## src/rtl/axi_stream_pkg.sv

```systemverilog
// Shared types and helpers for the AXI-stream FIFO slice.
//   beat_t          : one stored beat {start, last, data} at the default data width
//   ptr_w()         : pointer width (address bits plus one wrap bit) for a given depth
//   frame_violation : framing rule check for an accepted input beat
package axi_stream_pkg;

  localparam int unsigned DEF_DATA_WIDTH = 32;

  typedef struct packed {
    logic                      start;
    logic                      last;
    logic [DEF_DATA_WIDTH-1:0] data;
  } beat_t;

  function automatic int unsigned ptr_w(input int unsigned depth);
    return $clog2(depth) + 1;
  endfunction

  // A start inside an open frame means the previous last was lost; a non-start
  // beat outside a frame means the start was lost.
  function automatic logic frame_violation(input logic start, input logic frame_open);
    return (start && frame_open) || (!start && !frame_open);
  endfunction

endpackage

```

## src/rtl/axi_stream_if.sv

```systemverilog
// AXI-stream style interface: data plus start/last framing, valid/ready handshake.
//   master modport drives data/valid/start/last and samples ready
//   slave  modport samples data/valid/start/last and drives ready
interface axi_stream_if #(
  parameter int unsigned DATA_WIDTH = 32
) ();
  logic [DATA_WIDTH-1:0] data;
  logic                  valid;
  logic                  ready;
  logic                  start;
  logic                  last;

  modport master (output data, output valid, output start, output last, input ready);
  modport slave  (input data, input valid, input start, input last, output ready);
endinterface

```

## src/rtl/axi_stream_fifo_mem.sv

```systemverilog
// Register-array storage for the FIFO: one synchronous write port and one
// asynchronous read port. Contents are deliberately not reset.
//   clk_i    : clock
//   we_i     : write enable
//   waddr_i  : write address
//   wdata_i  : write data
//   raddr_i  : read address
//   rdata_o  : read data (combinational)
module axi_stream_fifo_mem #(
  parameter int unsigned WIDTH = 34,
  parameter int unsigned DEPTH = 16,
  localparam int unsigned AW   = $clog2(DEPTH)
) (
  input  logic             clk_i,
  input  logic             we_i,
  input  logic [AW-1:0]    waddr_i,
  input  logic [WIDTH-1:0] wdata_i,
  input  logic [AW-1:0]    raddr_i,
  output logic [WIDTH-1:0] rdata_o
);

  logic [WIDTH-1:0] mem_q [DEPTH];

  // Storage write port.
  always_ff @(posedge clk_i) begin
    if (we_i) begin
      mem_q[waddr_i] <= wdata_i;
    end
  end

  assign rdata_o = mem_q[raddr_i];

endmodule

```

## src/rtl/axi_stream_fifo.sv

```systemverilog
// First-word-fall-through FIFO with start/last framing side-band.
//   clk, rst_n   : clock, asynchronous active-low reset
//   s_axis       : input stream (slave side)
//   m_axis       : output stream (master side)
//   level_o      : beats stored, 0..DEPTH
//   frames_o     : stored beats carrying last=1
//   frame_err_o  : sticky framing error
//   clr_err_i    : synchronous clear of frame_err_o (a same-cycle new error wins)
module axi_stream_fifo
  import axi_stream_pkg::*;
#(
  parameter int unsigned DATA_WIDTH = 32,
  parameter int unsigned DEPTH      = 16,
  localparam int unsigned CNT_W     = $clog2(DEPTH + 1)
) (
  input  logic             clk,
  input  logic             rst_n,
  axi_stream_if.slave      s_axis,
  axi_stream_if.master     m_axis,
  output logic [CNT_W-1:0] level_o,
  output logic [CNT_W-1:0] frames_o,
  output logic             frame_err_o,
  input  logic             clr_err_i
);

  localparam int unsigned PW = ptr_w(DEPTH);
  localparam int unsigned AW = PW - 1;
  localparam int unsigned BW = DATA_WIDTH + 2;
  localparam logic [PW-1:0]    PTR_ONE = PW'(1);
  localparam logic [CNT_W-1:0] CNT_ONE = CNT_W'(1);

  logic [PW-1:0]    wr_ptr_q, wr_ptr_d, rd_ptr_q, rd_ptr_d;
  logic [CNT_W-1:0] frames_q, frames_d;
  logic             frame_open_q, frame_open_d;
  logic             frame_err_q, frame_err_d;
  logic             full_s, empty_s, wr_en_s, rd_en_s;
  logic [BW-1:0]    wr_beat_s, rd_beat_s;

  // Same address with differing wrap bits means the writer lapped the reader.
  assign empty_s = (wr_ptr_q == rd_ptr_q);
  assign full_s  = (wr_ptr_q[AW-1:0] == rd_ptr_q[AW-1:0]) && (wr_ptr_q[AW] != rd_ptr_q[AW]);

  assign s_axis.ready = ~full_s;
  assign m_axis.valid = ~empty_s;
  assign wr_en_s      = s_axis.valid & ~full_s;
  assign rd_en_s      = m_axis.ready & ~empty_s;
  assign wr_beat_s    = {s_axis.start, s_axis.last, s_axis.data};

  assign level_o     = CNT_W'(wr_ptr_q - rd_ptr_q);
  assign frames_o    = frames_q;
  assign frame_err_o = frame_err_q;

  axi_stream_fifo_mem #(
    .WIDTH (BW),
    .DEPTH (DEPTH)
  ) u_mem (
    .clk_i   (clk),
    .we_i    (wr_en_s),
    .waddr_i (wr_ptr_q[AW-1:0]),
    .wdata_i (wr_beat_s),
    .raddr_i (rd_ptr_q[AW-1:0]),
    .rdata_o (rd_beat_s)
  );

  // Output beat: memory head while valid, zero otherwise (memory is never reset).
  always_comb begin
    m_axis.start = 1'b0;
    m_axis.last  = 1'b0;
    m_axis.data  = '0;
    if (!empty_s) begin
      {m_axis.start, m_axis.last, m_axis.data} = rd_beat_s;
    end else begin
      {m_axis.start, m_axis.last, m_axis.data} = '0;
    end
  end

  // Next-state for pointers, frame counter and framing checker.
  always_comb begin
    wr_ptr_d     = wr_ptr_q;
    rd_ptr_d     = rd_ptr_q;
    frames_d     = frames_q;
    frame_open_d = frame_open_q;
    frame_err_d  = frame_err_q;

    if (wr_en_s) begin
      wr_ptr_d = wr_ptr_q + PTR_ONE;
    end else begin
      wr_ptr_d = wr_ptr_q;
    end

    if (rd_en_s) begin
      rd_ptr_d = rd_ptr_q + PTR_ONE;
    end else begin
      rd_ptr_d = rd_ptr_q;
    end

    // Incoming and outgoing last beats cancel each other.
    case ({wr_en_s & s_axis.last, rd_en_s & rd_beat_s[BW-2]})
      2'b10:   frames_d = frames_q + CNT_ONE;
      2'b01:   frames_d = frames_q - CNT_ONE;
      default: frames_d = frames_q;
    endcase

    // last closes the frame even when start is also set (single-beat frame).
    if (wr_en_s && s_axis.last) begin
      frame_open_d = 1'b0;
    end else if (wr_en_s && s_axis.start) begin
      frame_open_d = 1'b1;
    end else begin
      frame_open_d = frame_open_q;
    end

    if (wr_en_s && frame_violation(s_axis.start, frame_open_q)) begin
      frame_err_d = 1'b1;
    end else if (clr_err_i) begin
      frame_err_d = 1'b0;
    end else begin
      frame_err_d = frame_err_q;
    end
  end

  // State registers.
  always_ff @(posedge clk or negedge rst_n) begin
    if (!rst_n) begin
      wr_ptr_q     <= '0;
      rd_ptr_q     <= '0;
      frames_q     <= '0;
      frame_open_q <= 1'b0;
      frame_err_q  <= 1'b0;
    end else begin
      wr_ptr_q     <= wr_ptr_d;
      rd_ptr_q     <= rd_ptr_d;
      frames_q     <= frames_d;
      frame_open_q <= frame_open_d;
      frame_err_q  <= frame_err_d;
    end
  end

endmodule

```

## src/flat_wrapper.sv

```systemverilog
// flat-port wrapper written by rule: the top's interface ports become plain ports
module axi_stream_fifo_flat import axi_stream_pkg::*;
#(
  parameter int unsigned DATA_WIDTH = 32,
  parameter int unsigned DEPTH      = 16,
  localparam int unsigned CNT_W     = $clog2(DEPTH + 1)
)
  (clk, rst_n, level_o, frames_o, frame_err_o, clr_err_i, s_axis_data, s_axis_valid, s_axis_start, s_axis_last, s_axis_ready, m_axis_data, m_axis_valid, m_axis_start, m_axis_last, m_axis_ready);
  axi_stream_if #(.DATA_WIDTH(DATA_WIDTH)) s_axis_i ();
  axi_stream_if #(.DATA_WIDTH(DATA_WIDTH)) m_axis_i ();
  input  logic clk;
  input  logic rst_n;
  output logic [CNT_W-1:0] level_o;
  output logic [CNT_W-1:0] frames_o;
  output logic frame_err_o;
  input  logic clr_err_i;
  input wire logic [$bits(s_axis_i.data)-1:0] s_axis_data;
  input wire logic [$bits(s_axis_i.valid)-1:0] s_axis_valid;
  input wire logic [$bits(s_axis_i.start)-1:0] s_axis_start;
  input wire logic [$bits(s_axis_i.last)-1:0] s_axis_last;
  output wire logic [$bits(s_axis_i.ready)-1:0] s_axis_ready;
  output wire logic [$bits(m_axis_i.data)-1:0] m_axis_data;
  output wire logic [$bits(m_axis_i.valid)-1:0] m_axis_valid;
  output wire logic [$bits(m_axis_i.start)-1:0] m_axis_start;
  output wire logic [$bits(m_axis_i.last)-1:0] m_axis_last;
  input wire logic [$bits(m_axis_i.ready)-1:0] m_axis_ready;
  assign s_axis_i.data = s_axis_data;
  assign s_axis_i.valid = s_axis_valid;
  assign s_axis_i.start = s_axis_start;
  assign s_axis_i.last = s_axis_last;
  assign s_axis_ready = s_axis_i.ready;
  assign m_axis_data = m_axis_i.data;
  assign m_axis_valid = m_axis_i.valid;
  assign m_axis_start = m_axis_i.start;
  assign m_axis_last = m_axis_i.last;
  assign m_axis_i.ready = m_axis_ready;
  axi_stream_fifo #(.DATA_WIDTH(DATA_WIDTH), .DEPTH(DEPTH)) u_core (.clk(clk), .rst_n(rst_n), .s_axis(s_axis_i), .m_axis(m_axis_i), .level_o(level_o), .frames_o(frames_o), .frame_err_o(frame_err_o), .clr_err_i(clr_err_i));
endmodule
```

## config.mk

```make
export PLATFORM = sky130hd
export DESIGN_NAME = axi_stream_fifo_flat
export DESIGN_NICKNAME = d
export VERILOG_FILES = /design/src/rtl/axi_stream_pkg.sv /design/src/rtl/axi_stream_if.sv /design/src/rtl/axi_stream_fifo_mem.sv /design/src/rtl/axi_stream_fifo.sv /design/src/flat_wrapper.sv
export SDC_FILE = /design/constraint.sdc
export NUM_CORES = 1
export LEC_CHECK = 0
export BUFFER_PORTS_ARGS = -buffer_cell sky130_fd_sc_hd__buf_2
export CORE_ASPECT_RATIO = 0.5
export CORE_UTILIZATION = 60
export DETAILED_ROUTE_END_ITERATION = 6
export PLACE_DENSITY = 0.81
export SLEW_MARGIN = 20
export SYNTH_ARGS = -nofsm -noshare
export SYNTH_HDL_FRONTEND = slang
export SYNTH_SLANG_ARGS = --single-unit
```

## constraint.sdc

```tcl
create_clock -name clk -period 16 [get_ports clk]
set_input_delay 3.2 -clock clk [delete_from_list [all_inputs] [get_ports clk]]
set_output_delay 3.2 -clock clk [all_outputs]
set_load 0.005 [all_outputs]
```

==> metrics.cfg <==
[setup_path]
critPathTopFamily = buffers and inverters
path_buf_inv = 3
r2r-end = u_core.u_mem.mem_q[8][13]$_DFFE_PP_
criticalPathCategory = reg -> out
worst-r2r-setup-slack_ns = 10.58
crit_slowest_cell = dfrtp_2
arrival_ns = 4.77
critPathLaunchType = flop
required_ns = 12.80
critical_path.max_stage_delay_ns = 0.97
end_kind = primary output
r2r-start = u_core.rd_ptr_q[1]$_DFFE_PN0P_
crit_fanout = 37
path_cells = inv_2 > ha_1 > and4_1 > nand2_4 > nand3_2 > buf_4 > o221ai_2 > buf_2
reg2reg_depth = 7

[routing]
vias_per_cell = 6.69
vias = 11100
drt-wirelength-per-cell_um = 30.2
drt_first_iter_violations = 1206
wirelength_mm = 50.4
drc_errors = 0
ant_nets = 0
dr.pass1.iters = 5

[clocking]
cts.clk_slew.worst_paths_ns = 0.07
h-tree-depth = 2
clkLatencyLatePin_ns = 0.57
cts_tree = yes
cts_max_path_buffers = 3
tritoncts.num_buffers = 46
cts_resized = 0
clk_root_buffer_cell = clkbuf_16
numClockSinks = 561
post-cts-setup-buffer-count = 0
hold_buffers = 0

[yosys]
yosysTopAreaCell = edfxtp_1
ys_ff_latch = 561
synthFlopType = edfxtp_1
synth.net_count = 1091
async_flop_share = 0.0303
seq_area_frac_synth = 0.758
synth_cells = 1038
yosys_warnings = 0
yosys-top-cells-area = edfxtp_1 74%, mux4_2 14%, dfrtp_1 1.9%
netlist-cell-type-count = 43
syn_area_sq_mm = 0.0221
syn_avg_cell_area_sq_um = 21.3
synth_edf_count = 544
netlist.area_leader.share = 0.739

[die]
die_area_sq_mm = 0.0377
coreArea_sq_mm = 0.0361
die_h_um = 138
pin_count = 86
num_rows = 49
die_w_um = 274
initial_core_util = 0.612

[sta]
final_hold_viol_count = 0
fin_setup_tns_ns = 0
period_share = 0.498
clock_skew_ns = 0.0170
fin_crit_ns = 7.97
rsz0062_at_grt = false
drv_slew = 0
layout_setup_ws_ns = 8.03
worstMarginPinSlew_ns = 1.17
relSlewSlack = 0.221
setup_viol = 0
fmax_mhz = 125

[worst_hold_path]
min_to = u_core.frames_o[4]$_DFFE_PN0P_
min-delay-start = u_core.frames_o[4]$_DFFE_PN0P_
holdPathStages = 1
hp-class = reg -> reg

[cells_and_area]
layout_common_cells = 544 x edfxtp_1, 134 x mux4_2, 85 x buf_2
mostFrequentLayoutCell = edfxtp_1
n_antenna_cell = 0
area_growth_pct = 11.9
fin_nets = 1198
fillCellCount = 2006
drive_gt1_frac = 0.336

[run]
cap_violations = 0

[place]
dp_slack_ns = 8.64
routabilityCongestion = 0.757
hpwl_mm = 25.5
io_buffers = 85

[power]
p_total_w = 0.00455
power.density_mw_per_mm2 = 184
peakVddDrop_mv = 0.155
leakage_nw = 8.25

[global_route]
grt_overflow_total = 0
grt_pass1_vias = 11100
grt_pass1_wl_mm = 71.9
track_usage = 0.270
antenna_found_initial = 0
grt_max_degree = 74

[run_status]
status = finished, final reports clean

[stage by stage]
step / hold slack (ns) / utilization / instance area [sq um] / cells
after global placement: 0.458 / 0.642 / 23200 / 1579
after global routing: 0.482 / 0.685 / 24700 / 1666
final: 0.458 / 0.685 / 24700 / 1666
after CTS: 0.466 / 0.684 / 24700 / 1664
after floorplan: 0.465 / - / 22100 / 1038
after detailed placement: 0.455 / 0.642 / 23200 / 1579
[power by group]
part | switching, W | internal [W]
combinational | 0.000799 | 0.000694
clock | 0.000517 | 0.000638
sequential | 0.000125 | 0.00178
[logic make-up after synthesis]
logic type | synth area share
DFF | 0.758
muxes | 0.156
buffers and inverters | 0.0255
and+or+nand+nor | 0.0175
AOI/OAI and AO/OA | 0.0265
xor gates and xnor gates | 0.00826
adders and majority gates | 0.00826
[synth_stat cells, drive strengths merged, types with 3 or more instances]
cell and n:
a21o 3, a21oi 7, buf 29, clkbuf 23
dfrtp 17, edfxtp 544, ha 13, inv 77
mux2 35, mux2i 4, mux4 134, nand2 46
nand3 5, nand4 4, nor2 16, nor3 5
o21ai 5, o221ai 32, xnor2 14, xor2 6
[flip-flops by register name, summed over array words and instances, names as in the netlist]
name	cells
u_core.frame_open_q	1
u_core.frame_err_o	1
u_core.rd_ptr_q	5
u_core.frames_o	5
u_core.u_mem.mem_q	544
u_core.wr_ptr_q	5
[final cells by class]
type / count / area [sq um] / share of cell area
Sequential cell: 561 / 16800 / 0.678
Tap cell: 484 / 606 / 0.0245
Clock buffer: 53 / 1200 / 0.0484
Timing Repair Buffer: 111 / 661 / 0.0267
Multi-Input combinational cell: 348 / 4910 / 0.198
Inverter: 77 / 289 / 0.0117
Clock inverter: 32 / 314 / 0.0127
[metal layers]
layer | GRT usage | share of wire
met1 | 0.364 | 0.38
met2 | 0.453 | 0.51
met3 | 0.0498 | 0.091
met4 | 0.0888 | 0.025
met5 | 0 | 0
[worst max path at each step]
stage                     cells after the start                            endpoint                           start
after floorplan                               4  u_core.u_mem.mem_q[0][0]$_DFFE_PP_                    s_axis_valid
final                                         8                     m_axis_data[16]  u_core.rd_ptr_q[1]$_DFFE_PN0P_
after global placement                        8                     m_axis_data[17]  u_core.rd_ptr_q[1]$_DFFE_PN0P_
after global routing                          8                     m_axis_data[19]  u_core.rd_ptr_q[1]$_DFFE_PN0P_
after CTS                                     8                     m_axis_data[19]  u_core.rd_ptr_q[1]$_DFFE_PN0P_
after detailed placement                      8                     m_axis_data[19]  u_core.rd_ptr_q[1]$_DFFE_PN0P_
[worst register-to-register path: cells and delay by family (launching register included)]
kind	cells	cell delay, ns
DFF	1	0.97
and+or+nand+nor	3	1.57
buffers and inverters	2	1.22
AOI/OAI and AO/OA	1	0.76
adders and majority gates	1	0.55
Note: power is estimated with default switching activity, not from simulation.
